[src/rtl/vga_pattern_pkg.sv]
// Shared types and constants for the VGA test-pattern generator.
// Latency: n/a (declarations only).
// Backpressure: n/a.
package vga_pattern_pkg;

    typedef enum logic [2:0] {
        PAT_BARS  = 3'd0,
        PAT_CBAR  = 3'd1,
        PAT_CHECK = 3'd2,
        PAT_RAMP  = 3'd3
    } pat_mode_t;

    localparam int FRAME_CNT_W = 16;

    // {r,g,b} per bar, left to right: white, yellow, cyan, green, magenta, red, blue, black
    localparam logic [2:0] CBAR_RGB [8] = '{
        3'b111, 3'b110, 3'b011, 3'b010, 3'b101, 3'b100, 3'b001, 3'b000
    };

endpackage

[src/rtl/vga_offset_acc.sv]
// Modular scroll-offset accumulator: off <= (off + step) mod MOD on each enabled cycle.
// Latency: one cycle from enable to updated offset.
// Backpressure: none; i_hold freezes the offset.
module vga_offset_acc #(
    parameter int MOD    = 640,
    parameter int W      = 11,
    parameter int STEP_W = 4
) (
    input  logic              i_clk,
    input  logic              i_rst,
    input  logic              i_en,
    input  logic              i_hold,
    input  logic [STEP_W-1:0] i_step,
    output logic [W-1:0]      o_off
);

    logic [W:0] sum;

    // One conditional subtraction suffices because step < MOD
    assign sum = {1'b0, o_off} + (W+1)'(i_step);

    always_ff @(posedge i_clk or posedge i_rst) begin
        if (i_rst) begin
            o_off <= '0;
        end else if (i_en && !i_hold) begin
            o_off <= (sum >= (W+1)'(MOD)) ? W'(sum - (W+1)'(MOD)) : sum[W-1:0];
        end
    end

endmodule

[src/rtl/vga_pattern_gen.sv]
// Maps pixel coordinates to RGB test patterns; mode and scroll offsets update on frame ticks.
// Latency: one cycle, all outputs registered.
// Backpressure: none; a pixel is accepted every cycle.
module vga_pattern_gen
    import vga_pattern_pkg::*;
#(
    parameter int H_ACTIVE = 640,
    parameter int V_ACTIVE = 480,
    parameter int COORD_W  = 11,
    parameter int COLOR_W  = 10,
    parameter int STEP_W   = 4,
    parameter int BAR_W    = 200,
    parameter int BAR_H    = 150,
    parameter int DIAG_W   = 300,
    parameter int CHK_LOG2 = 5
) (
    input  logic                   i_clk,
    input  logic                   i_rst,
    input  logic [COORD_W-1:0]     i_x,
    input  logic [COORD_W-1:0]     i_y,
    input  logic                   i_valid,
    input  logic [2:0]             i_mode,
    input  logic [STEP_W-1:0]      i_step,
    input  logic                   i_freeze,
    output logic [COLOR_W-1:0]     o_red,
    output logic [COLOR_W-1:0]     o_green,
    output logic [COLOR_W-1:0]     o_blue,
    output logic                   o_valid,
    output logic [FRAME_CNT_W-1:0] o_frame_cnt
);

    localparam int PW       = COORD_W + 2;
    localparam int D_MOD    = H_ACTIVE + V_ACTIVE;
    localparam int GRAD_K   = (2**COLOR_W * 256) / H_ACTIVE;
    localparam int RAMP_MAX = 2**COLOR_W - 1;

    function automatic logic [7:0][COORD_W-1:0] bar_bounds();
        for (int k = 0; k < 8; k++) begin
            bar_bounds[k] = COORD_W'((k * H_ACTIVE) / 8);
        end
    endfunction

    localparam logic [7:0][COORD_W-1:0] CBAR_BND = bar_bounds();

    // Half-open window [off, off+w), wrapping around modulus m
    function automatic logic in_win(input logic [PW-1:0] p, input logic [PW-1:0] off,
                                    input logic [PW-1:0] w, input logic [PW-1:0] m);
        logic [PW-1:0] e;
        e = off + w;
        if (e <= m) return (p >= off) && (p < e);
        return (p >= off) || (p < e - m);
    endfunction

    logic [COORD_W-1:0] x_off, y_off, d_off;
    pat_mode_t          mode_r;
    logic               frame_tick;
    logic               in_active;

    assign frame_tick = i_valid && (i_x == COORD_W'(H_ACTIVE - 1))
                                && (i_y == COORD_W'(V_ACTIVE - 1));
    assign in_active  = i_valid && (i_x < COORD_W'(H_ACTIVE)) && (i_y < COORD_W'(V_ACTIVE));

    vga_offset_acc #(.MOD(H_ACTIVE), .W(COORD_W), .STEP_W(STEP_W)) u_x_off (
        .i_clk(i_clk), .i_rst(i_rst), .i_en(frame_tick), .i_hold(i_freeze),
        .i_step(i_step), .o_off(x_off)
    );

    vga_offset_acc #(.MOD(V_ACTIVE), .W(COORD_W), .STEP_W(STEP_W)) u_y_off (
        .i_clk(i_clk), .i_rst(i_rst), .i_en(frame_tick), .i_hold(i_freeze),
        .i_step(i_step), .o_off(y_off)
    );

    vga_offset_acc #(.MOD(D_MOD), .W(COORD_W), .STEP_W(STEP_W)) u_d_off (
        .i_clk(i_clk), .i_rst(i_rst), .i_en(frame_tick), .i_hold(i_freeze),
        .i_step(i_step), .o_off(d_off)
    );

    logic               win_x, win_y, win_d;
    logic [2:0]         cbar_idx;
    logic               chk_parity;
    logic [COORD_W:0]   chk_sx, chk_sy;
    logic [31:0]        ramp_prod, ramp_full;
    logic [COLOR_W-1:0] ramp_level;

    always_comb begin
        win_x = in_win(PW'(i_x), PW'(x_off), PW'(BAR_W), PW'(H_ACTIVE));
        win_y = in_win(PW'(i_y), PW'(y_off), PW'(BAR_H), PW'(V_ACTIVE));
        win_d = in_win(PW'(i_x) + PW'(i_y), PW'(d_off), PW'(DIAG_W), PW'(D_MOD));
    end

    always_comb begin
        cbar_idx = 3'd0;
        for (int k = 1; k < 8; k++) begin
            if (i_x >= CBAR_BND[k]) cbar_idx = cbar_idx + 3'd1;
        end
    end

    always_comb begin
        chk_sx     = {1'b0, i_x} + {1'b0, x_off};
        chk_sy     = {1'b0, i_y} + {1'b0, y_off};
        chk_parity = |(((chk_sx ^ chk_sy) >> CHK_LOG2) & (COORD_W+1)'(1));
    end

    always_comb begin
        ramp_prod  = 32'(i_x) * 32'(GRAD_K);
        ramp_full  = ramp_prod >> 8;
        ramp_level = (ramp_full > 32'(RAMP_MAX)) ? {COLOR_W{1'b1}} : ramp_full[COLOR_W-1:0];
    end

    logic [COLOR_W-1:0] red_d, green_d, blue_d;

    always_comb begin
        red_d   = '0;
        green_d = '0;
        blue_d  = '0;
        if (in_active) begin
            case (mode_r)
                PAT_BARS: begin
                    red_d   = {COLOR_W{win_y}};
                    green_d = {COLOR_W{win_d}};
                    blue_d  = {COLOR_W{win_x}};
                end
                PAT_CBAR: begin
                    red_d   = {COLOR_W{CBAR_RGB[cbar_idx][2]}};
                    green_d = {COLOR_W{CBAR_RGB[cbar_idx][1]}};
                    blue_d  = {COLOR_W{CBAR_RGB[cbar_idx][0]}};
                end
                PAT_CHECK: begin
                    red_d   = {COLOR_W{chk_parity}};
                    green_d = {COLOR_W{chk_parity}};
                    blue_d  = {COLOR_W{chk_parity}};
                end
                PAT_RAMP: begin
                    red_d   = ramp_level;
                    green_d = ramp_level;
                    blue_d  = ramp_level;
                end
                default: begin
                    red_d   = '0;
                    green_d = '0;
                    blue_d  = '0;
                end
            endcase
        end
    end

    // The tick pixel renders with mode_r as it was before this edge
    always_ff @(posedge i_clk or posedge i_rst) begin
        if (i_rst) begin
            mode_r      <= PAT_BARS;
            o_frame_cnt <= '0;
            o_valid     <= 1'b0;
            o_red       <= '0;
            o_green     <= '0;
            o_blue      <= '0;
        end else begin
            if (frame_tick) begin
                mode_r      <= pat_mode_t'(i_mode);
                o_frame_cnt <= o_frame_cnt + 1'b1;
            end
            o_valid <= i_valid;
            o_red   <= red_d;
            o_green <= green_d;
            o_blue  <= blue_d;
        end
    end

endmodule

[config.mk]
export PLATFORM = sky130hd
export DESIGN_NAME = vga_pattern_gen
export DESIGN_NICKNAME = d
export VERILOG_FILES = /design/src/rtl/vga_pattern_pkg.sv /design/src/rtl/vga_offset_acc.sv /design/src/rtl/vga_pattern_gen.sv
export SDC_FILE = /design/constraint.sdc
export NUM_CORES = 1
export LEC_CHECK = 0
export BUFFER_PORTS_ARGS = -buffer_cell sky130_fd_sc_hd__buf_2
export CAP_MARGIN = 20
export CORE_ASPECT_RATIO = 1.75
export CORE_MARGIN = 2
export CORE_UTILIZATION = 56
export DETAILED_ROUTE_END_ITERATION = 7
export PLACE_DENSITY = 0.75
export SKIP_LAST_GASP = 1
export SLEW_MARGIN = 20
export SYNTH_ARGS = -nofsm -noshare
export SYNTH_HDL_FRONTEND = slang
export SYNTH_HIERARCHICAL = 1
export SYNTH_SLANG_ARGS = --single-unit
[constraint.sdc]
create_clock -name i_clk -period 7.3 [get_ports i_clk]
set_input_delay 1.095 -clock i_clk [delete_from_list [all_inputs] [get_ports i_clk]]
set_output_delay 1.095 -clock i_clk [all_outputs]
set_load 0.03 [all_outputs]
# --- Word level (Yosys, flattened, before mapping) ---
# Memories as Yosys holds them, arrays and structs flattened.
# Index checks and enable logic that the tools add are counted.
totals:
  mem_count: 1
  in_bits: 33
  word_cells: 107
  reg_bits: 83
  output_inout_bits: 47
  mem_bits_ro: 24
op_classes:
  mul: 1
  reduce_logical: 13
  n_eq_ne: 5
  muxes: 28
  addsub: 22
  n_lt_le_gt_ge: 26
  n_bitwise: 2
memory_table:
  columns: ["memory", "depth", "word_bits", "read_ports", "rd_clocked_by_memory_dff", "write_ports", "line", "rtl"]
  rows:
  - ["(name not given)", 8, 3, 1, 0, 0, "vga_pattern_gen.sv:126", "blue_d = {COLOR_W{CBAR_RGB[cbar_idx][0]}};"]
ops:
  columns: ["operator", "n"]
  rows:
  - ["10-bit one-hot mux with 4 select lines", 3]
  - ["10-bit two-way mux", 4]
  - ["11-bit by 4-bit adder with 12-bit output", 3]
  - ["11-bit by 9-bit >= comparator with 1-bit output (second input constant)", 3]
  - ["11-bit two-way mux", 3]
  - ["11-bit by 13-bit < comparator with 1-bit output", 2]
  - ["11-bit by 8-bit adder with 12-bit output (second input constant)", 2]
  - ["11-bit by 12-bit < comparator with 1-bit output", 2]
  - ["3-bit two-way mux", 8]
  - ["11-bit >= comparator", 2]
  - ["11-bit by 8-bit >= comparator with 1-bit output (second input constant)", 2]
  - ["11-bit by 9-bit multiplier with 20-bit output (second input constant)", 1]
  - ["3-bit by 1-bit adder with 3-bit output (second input constant)", 6]
  - ["16-bit by 1-bit adder with 16-bit output (second input constant)", 1]
  - ["12-bit by 13-bit < comparator with 1-bit output", 1]
  - ["12-bit by 10-bit subtractor with 13-bit output (second input constant)", 1]
  - ["12-bit by 11-bit subtractor with 13-bit output (second input constant)", 1]
  - ["12-bit by 9-bit subtractor with 13-bit output (second input constant)", 1]
  - ["11-bit by 11-bit adder with 12-bit output", 1]
  - ["11-bit by 9-bit adder with 12-bit output (second input constant)", 1]
  - ["6-bit adder", 2]
  - ["12-bit by 10-bit >= comparator with 1-bit output (second input constant)", 1]
  - ["12-bit by 11-bit >= comparator with 1-bit output", 1]
  - ["12-bit by 11-bit >= comparator with 1-bit output (second input constant)", 1]
  - ["25 further kinds", 44]

# --- Logic depth before layout (Yosys ltp) ---
# Gate-level depths: netlist of the first run.
depth:
  ltp_word: 20
  ltp_mapped: 27

# --- Cells and area by module ---
# The synthesis of the first run kept the hierarchy.
modules_own_cells:
  columns: ["mod", "cells_each", "area_per_inst_um2", "seq_area_each_um2", "n_inst"]
  rows:
  - ["vga_pattern_gen", 947, 8072.7, 1251.2, 1]
  - ["vga_offset_acc at u_d_off", 139, 1131.1, 275.3, 1]
  - ["vga_offset_acc at u_y_off", 120, 1012.2, 275.3, 1]
  - ["vga_offset_acc at u_x_off", 113, 998.5, 275.3, 1]

# --- Worst setup path before layout of the first run ---
# OpenSTA, ideal clock, no wires.
synth_path:
  path_kind: "input-to-reg"
  startpoint: "in i_x[1]"
  endpoint: "reg o_red[0]"
  cell_stages: 24
  slack_ns: 1.642
  t_required_ns: 7.156
  n_path_buf: 0
  t_arrival_ns: 5.514
  path_cell_list: "inv_1 -> ha_1 -> nor4b_4 -> a41o_1 -> a21oi_1 -> ha_1 -> and4_1 -> a22o_1 -> a211oi_4 -> ha_1 -> nor2_1 -> a21oi_1 -> ha_1 -> and2_1 -> a21o_1 -> ha_1 -> nand2b_1 -> o21a_1 -> ha_1 -> mux2i_1 -> nand2_1 -> nand3_1 -> nor4b_4 -> a21oi_1"
synth_between:
  elab_chain_cells: 20
  word_cells_on_any_way: 34
synth_lines:
  columns: ["element", "line", "rtl"]
  rows:
  - ["from (decl)", "vga_pattern_gen.sv:19", "input logic [COORD_W-1:0] i_x,"]
  - ["11-bit by 7-bit >= comparator with 1-bit output", "vga_pattern_gen.sv:94", "if (i_x >= CBAR_BND[k]) cbar_idx = cbar_idx + 3'd1;"]
  - ["1-bit two-way mux", "vga_pattern_gen.sv:94", null]
  - ["3-bit by 1-bit adder with 3-bit output", "vga_pattern_gen.sv:94", null]
  - ["3-bit two-way mux", "vga_pattern_gen.sv:94", null]
  - ["3-bit by 1-bit adder with 3-bit output", "vga_pattern_gen.sv:94", null]
  - ["3-bit two-way mux", "vga_pattern_gen.sv:94", null]
  - ["3-bit by 1-bit adder with 3-bit output", "vga_pattern_gen.sv:94", null]
  - ["3-bit two-way mux", "vga_pattern_gen.sv:94", null]
  - ["[... 4 more ...]", null, null]
  - ["3-bit by 1-bit adder with 3-bit output", "vga_pattern_gen.sv:94", null]
  - ["3-bit two-way mux", "vga_pattern_gen.sv:94", null]
  - ["3-bit NOT with 4-bit output (implied by the code)", "vga_pattern_gen.sv:124", "red_d = {COLOR_W{CBAR_RGB[cbar_idx][2]}};"]
  - ["memory 8 x 3 bit", null, null]
  - ["3-bit two-way mux (2 in series)", null, null]
  - ["10-bit one-hot mux with 4 select lines", "vga_pattern_gen.sv:117", "case (mode_r)"]
  - ["10-bit two-way mux *", "vga_pattern_gen.sv:116", "if (in_active) begin"]
  - ["via red_d[0]", "vga_pattern_gen.sv:110", "logic [COLOR_W-1:0] red_d, green_d, blue_d;"]
  - ["to (signal assigned)", "vga_pattern_gen.sv:162", "o_red <= red_d;"]
  - ["to (decl)", "vga_pattern_gen.sv:25", "output logic [COLOR_W-1:0] o_red,"]
# Mark *: on every way through the listed nets, which the timed path passes. The rest lies on a longest branch. The select of a mux whose other input is x is not followed.
# A chain may end at the register's enable or synchronous reset.

# --- Final worst setup path of the first run ---
layout_path:
  startpoint: "in i_x[1]"
  endpoint: "reg o_red[5]"
# Same word-level chain as after synthesis.

==> impl_metrics.tcl, run 1 <==
set metrics [dict create \
    rsz0062_at_grt "false" \
    worst_skew_pair.late_latency_ns 0.37 \
    instances_no_fill 1634 \
    synth_area_leaders "ha_1 (22%), dfrtp_1 (19%), xnor2_1 (5.1%), inv_1 (5.0%), a21oi_1 (4.4%)" \
    place_inst 1617 \
    crit_type "in -> reg" \
    whs_path_depth 1 \
    synthesis.instances 1319 \
    worstRegToRegCells 16 \
    cts.reportedPaths.clkPinSlew_ns 0.06 \
    finalSetupViolations 0 \
    io_buffers 79 \
    max_freq_mhz 161 \
    grtUsageTotal_pct 30.9 \
    hold_violations 0 \
    hold_end "o_frame_cnt[15]" \
    synthToLayoutAreaGrowth_pct 7.92 \
    worstPathRequired_ns 7.51 \
    worstMarginPinSlew_ns 0.949 \
    crit_top_cell "ha_1" \
    firstDrtPassIters 5 \
    core-area_um2 19700 \
    finalCriticalPeriod_ns 6.21 \
    synth_edf_count 0 \
    hpwl_mm 26.2 \
    yosysTopAreaCell "ha_1" \
    cts_hold_buf 0 \
    p_int_mw 1.04 \
    die_w_um 111 \
    min_from "o_frame_cnt[15]" \
    reg2reg_slack_ns 2.86 \
    synthDistinctLibCells 103 \
    status "complete, no violations" \
    comb_power_share_pct 45.7 \
    synth_top_area_share_pct 22.4 \
    grt_pass1_wl_mm 51.8 \
    critPathSlowestCell "nor4b_4" \
    drv_cap 0 \
    via_per_inst 6.19 \
    cts_made_buffers 9 \
    rows 68 \
    ys_seq_area_share_pct 18.5 \
    r2r_start "u_y_off/o_off[1]" \
    synthArstFlopShare_pct 100 \
    switching_share_pct 39.3 \
    drive_above_1_share_pct 11.1 \
    cellLeakagePower_nw 5.99 \
    num_vias 10100 \
    die_h_um 191 \
    finalCritPeriodShare_pct 85.0 \
    regToRegEndpoint "o_red[9]" \
    clock_skew_ns 0.0114 \
    num_io_pins 80 \
    drv_slew 0 \
    cts_tree "yes" \
    end_kind "flop" \
    avgSynthCellArea_um2 8.50 \
    gp_congestion 0.963 \
    cts.repair_timing.setup_buffer_count 0 \
    antenna_found_initial 0 \
    initial_core_util_pct 57.1 \
    max_stage_delay_ns 0.65 \
    switching_power_mw 0.675 \
    cp_max_fo 10 \
    die-area_um2 21200 \
    yosys_register_bits 83 \
    clk_path_buf_depth 2 \
    clockPowerShare_pct 27.3 \
    nets 1639 \
    clockRootBuffer "clkbuf_16" \
    drtAntennaViolNets 0 \
    yosysWarnings 6 \
    pwr-share-seq_pct 26.9 \
    syn_area_um2 11200 \
    synth_flop_cell "dfrtp_1" \
    drc_errors 0 \
    ir_drop_mv 0.183 \
    grt_start_max_net_pins 51 \
    wl_per_cell_um 19.6 \
    numClockSinks 83 \
    slew_headroom_pct 35.9 \
    cp_data_arrival_time_ns 6.41 \
    worstSetupStartpointType "primary input" \
    drt-total-wl_mm 32.1 \
    synth_nets 1575 \
    drt_iter0_drc 609 \
    min_path_type "reg -> reg" \
    synth.most_common_cell "ha_1" \
    setup_tns_ns 0 \
    ctsResizeCount 0 \
    grt_pass1_vias 10300 \
    synth_common_cells "ha_1 (201), inv_1 (148), a21oi_1 (98)" \
    grt.overflow.total 0 \
    p_per_area_nw_per_um2 142 \
    h-tree-depth 3 \
]
metrics by stage:
step	setup WS, ns	hold WS (ns)	total power, mW	area [um2]	util, %
2_1_floorplan	1.64	0.500	1.03	11200	-
3_3_place_gp	0.966	0.452	1.24	11800	60.0
3_5_place_dp	0.782	0.452	1.25	11800	60.0
4_1_cts	1.14	0.463	1.73	12100	61.5
5_1_grt	0.735	0.503	1.84	12100	61.6
6_report	1.09	0.460	1.72	12100	61.6
layer usage:
metal	GRT usage (%)	up-vias	share of wire (%)
li1	-	4897	-
met1	29.5	4805	35
met4	25.8	0	8.9
met3	3.84	132	3.5
met5	0	-	0
met2	58.1	277	53
sequential cells by signal, summed over array words and instances, names as in the netlist:
signal and flops:
o_red 10, u_x_off/o_off 11, o_green 10, u_d_off/o_off 11
o_valid 1, mode_r 3, u_y_off/o_off 11, o_blue 10
o_frame_cnt 16
cell families after synthesis:
kind of cell / share of synthesized area (%)
buffers and inverters: 6.23
AOI/OAI and AO/OA: 22.3
DFF: 18.5
and+or+nand+nor: 17.9
xor gates and xnor gates: 7.06
adders and majority gates: 26.4
muxes: 1.73
power groups by stage:
stage / sequential, mW / clock (mW) / combinational (mW)
floorplan: 0.477 / 0 / 0.557
global placement: 0.472 / 0 / 0.765
detailed placement: 0.472 / 0 / 0.778
CTS: 0.463 / 0.480 / 0.783
global route: 0.463 / 0.494 / 0.880
finish: 0.463 / 0.470 / 0.786
area by class of cell:
cell class / count / area (um2)
Fill cell: 1757 / 7550
Inverter: 149 / 561
Clock buffer: 10 / 229
Clock inverter: 6 / 66.3
Timing Repair Buffer: 81 / 410
Sequential cell: 83 / 2080
Antenna cell: 1 / 2.50
Tap cell: 245 / 307
Multi-Input combinational cell: 1059 / 8450
how the worst max path moves through the flow:
stage           start       end  slack, ns  cells past startpoint
2_1_floorplan  i_x[1]  o_red[0]       1.64                     24
3_3_place_gp   i_x[1]  o_red[1]       0.97                     25
3_5_place_dp   i_x[1]  o_red[9]       0.78                     25
4_1_cts        i_x[1]  o_red[9]       1.14                     25
5_1_grt        i_x[6]  o_red[0]       0.73                     27
6_report       i_x[1]  o_red[5]       1.09                     25
critical path, delay by kind of cell:
kind,cells,cell delay (ns)
adder cells (fa/ha/maj),6,1.77
buffers and inverters,2,0.28
multiplexers,1,0.06
AND/OR/NAND/NOR,8,1.87
AO/OA/AOI/OAI,8,1.34
layout by cell type (no fill, tap or decap), drive strengths merged, types with 9 or more instances in the layout:
| cell type | n |
|---|---|
| nor2b | 17 |
| nor4 | 10 |
| o21ai | 66 |
| xnor2 | 66 |
| a21o | 18 |
| a21oi | 99 |
| o21a | 23 |
| o211ai | 12 |
| nor2 | 78 |
| ha | 201 |
| and3 | 13 |
| xor2 | 21 |
| mux2i | 10 |
| and2 | 9 |
| nand2 | 83 |
| o31ai | 11 |
| fa | 22 |
| a211oi | 24 |
| nand2b | 18 |
| buf | 81 |
| nand4 | 21 |
| inv | 148 |
| or3 | 11 |
| nand3 | 39 |
| clkbuf | 10 |
| nor3 | 34 |
| a31oi | 20 |
| dfrtp | 83 |
No activity file was read; power rests on OpenSTA's default activity.
==> run 2, diff against run 1 <==
Settings changed: CORE_ASPECT_RATIO 1.75 to default.
==> impl_metrics.tcl, run 2 (same netlist as run 1, synthesis figures left out) <==
set metrics [dict create \
    wl_per_cell_um 16.9 \
    crit_type "in -> reg" \
    die_w_um 146 \
    clockPowerShare_pct 27.3 \
    cp_max_fo 10 \
    numClockSinks 83 \
    num_vias 9902 \
    crit_family "adder cells" \
    final_cell_mix "ha_1 (201), inv_1 (147), a21oi_1 (98)" \
    drc_errors 0 \
    cts.reportedPaths.clkPinSlew_ns 0.07 \
    grt_pass1_wl_mm 46.6 \
    grt_pass1_vias 9618 \
    io_buffers 79 \
    min_path_type "reg -> reg" \
    hpwl_mm 22.2 \
    regMostFlops "o_frame_cnt" \
    crit_buf_inv 2 \
    max_stage_delay_ns 0.58 \
    cts_tree "yes" \
    cellLeakagePower_nw 5.98 \
    switching_share_pct 39.8 \
    grt.overflow.total 0 \
    grtUsageTotal_pct 26.5 \
    drv_cap 0 \
    critPathSlowestCell "nor4b_4" \
    status "complete, no violations" \
    die-area_um2 21200 \
    worstPathRequired_ns 7.51 \
    initial_core_util_pct 57.4 \
    setup_tns_ns 0 \
    finalCriticalPeriod_ns 6.04 \
    worst_skew_pair.late_latency_ns 0.36 \
    rsz0062_at_grt "false" \
    instances_no_fill 1653 \
    worstSetupStartpointType "primary input" \
    drt-total-wl_mm 28.0 \
    grt_start_max_net_pins 51 \
    finalCritPeriodShare_pct 82.8 \
    clock_skew_ns 0.00604 \
    largest_register_ffs 16 \
    clk_path_buf_depth 2 \
    cts_made_buffers 9 \
    cts.repair_timing.setup_buffer_count 0 \
    core-area_um2 19500 \
    gp_congestion 0.914 \
    worstMarginPinSlew_ns 0.933 \
    nets 1638 \
    place_inst 1636 \
    drv_slew 0 \
    drt_iter0_drc 493 \
    firstDrtPassIters 6 \
    finalSetupViolations 0 \
    rows 51 \
    switching_power_mw 0.668 \
    drive_above_1_share_pct 11.1 \
    synthToLayoutAreaGrowth_pct 8.04 \
    ctsResizeCount 0 \
    clockRootBuffer "clkbuf_16" \
    num_io_pins 80 \
    die_h_um 146 \
    slew_headroom_pct 37.0 \
    crit_top_cell "ha_1" \
    drtAntennaViolNets 0 \
    p_per_area_nw_per_um2 139 \
    layout_commonest_cell "ha_1" \
    ir_drop_mv 0.117 \
    max_freq_mhz 166 \
    end_kind "flop" \
    hold_violations 0 \
    pwr-share-seq_pct 27.5 \
    cp_data_arrival_time_ns 6.25 \
    h-tree-depth 3 \
    antenna_found_initial 2 \
    comb_power_share_pct 45.2 \
    cts_hold_buf 0 \
    p_int_mw 1.01 \
    via_per_inst 5.99 \
]
-- run 2: stage by stage --
step	setup WS (ns)	area (um2)	utilization [%]	power, mW	hold WS [ns]
floorplan	1.64	11200	-	1.03	0.500
global placement	1.07	11800	60.5	1.20	0.452
detailed placement	0.865	11800	60.5	1.22	0.457
CTS	1.24	12100	62.0	1.69	0.468
global route	0.863	12100	62.0	1.81	0.492
finish	1.26	12100	62.1	1.68	0.465
-- run 2: worst paths after layout --
path,to,startpoint,slack [ns],cells past startpoint
worst max-delay path,o_red[5],i_x[1],1.26,25
max in group asynchronous,o_frame_cnt[4],i_rst,5.81,2
worst max register to register,o_red[5],u_y_off/o_off[1],3.05,16
min in group asynchronous,u_x_off/o_off[7],i_rst,0.82,2
worst min register to register,o_frame_cnt[15],o_frame_cnt[15],0.46,1
worst min-delay path,o_frame_cnt[15],o_frame_cnt[15],0.46,1
-- run 2: area by class of cell --
type	instances	area, um2
Tap cell	265	332
Timing Repair Buffer	80	403
Fill cell	1778	7410
Antenna cell	1	2.50
Clock buffer	9	225
Sequential cell	83	2080
Clock inverter	7	66.3
Multi-Input combinational cell	1059	8450
Inverter	149	561
-- run 2: layer usage --
layer | track usage, % | vias up | routed length [um]
li1 | - | 4879 | -
met1 | 33.6 | 4679 | 12500
met2 | 45.1 | 279 | 13100
met3 | 3.79 | 63 | 1260
met4 | 11.5 | 2 | 1160
met5 | 0 | - | 11
-- run 2: worst reg2reg max path: stages (launching register included) --
cell	delay, ns
dfrtp_1	0.50
inv_1	0.11
ha_1	0.25
nand2b_1	0.22
a21oi_2	0.27
o21ai_0	0.15
xnor2_1	0.55
nand2_1	0.14
xnor2_1	0.16
ha_1	0.32
nand4_1	0.09
nor2_1	0.13
a221o_1	0.21
a311o_1	0.18
nand3_1	0.11
nor4b_4	0.58
a21oi_1	0.14
-- run 2: power groups by stage --
stage | Clock, mW | Combinational (mW) | Sequential [mW]
detailed placement | 0 | 0.751 | 0.472
finish | 0.459 | 0.759 | 0.463
floorplan | 0 | 0.557 | 0.477
global route | 0.489 | 0.860 | 0.463
CTS | 0.469 | 0.758 | 0.463
global placement | 0 | 0.733 | 0.472
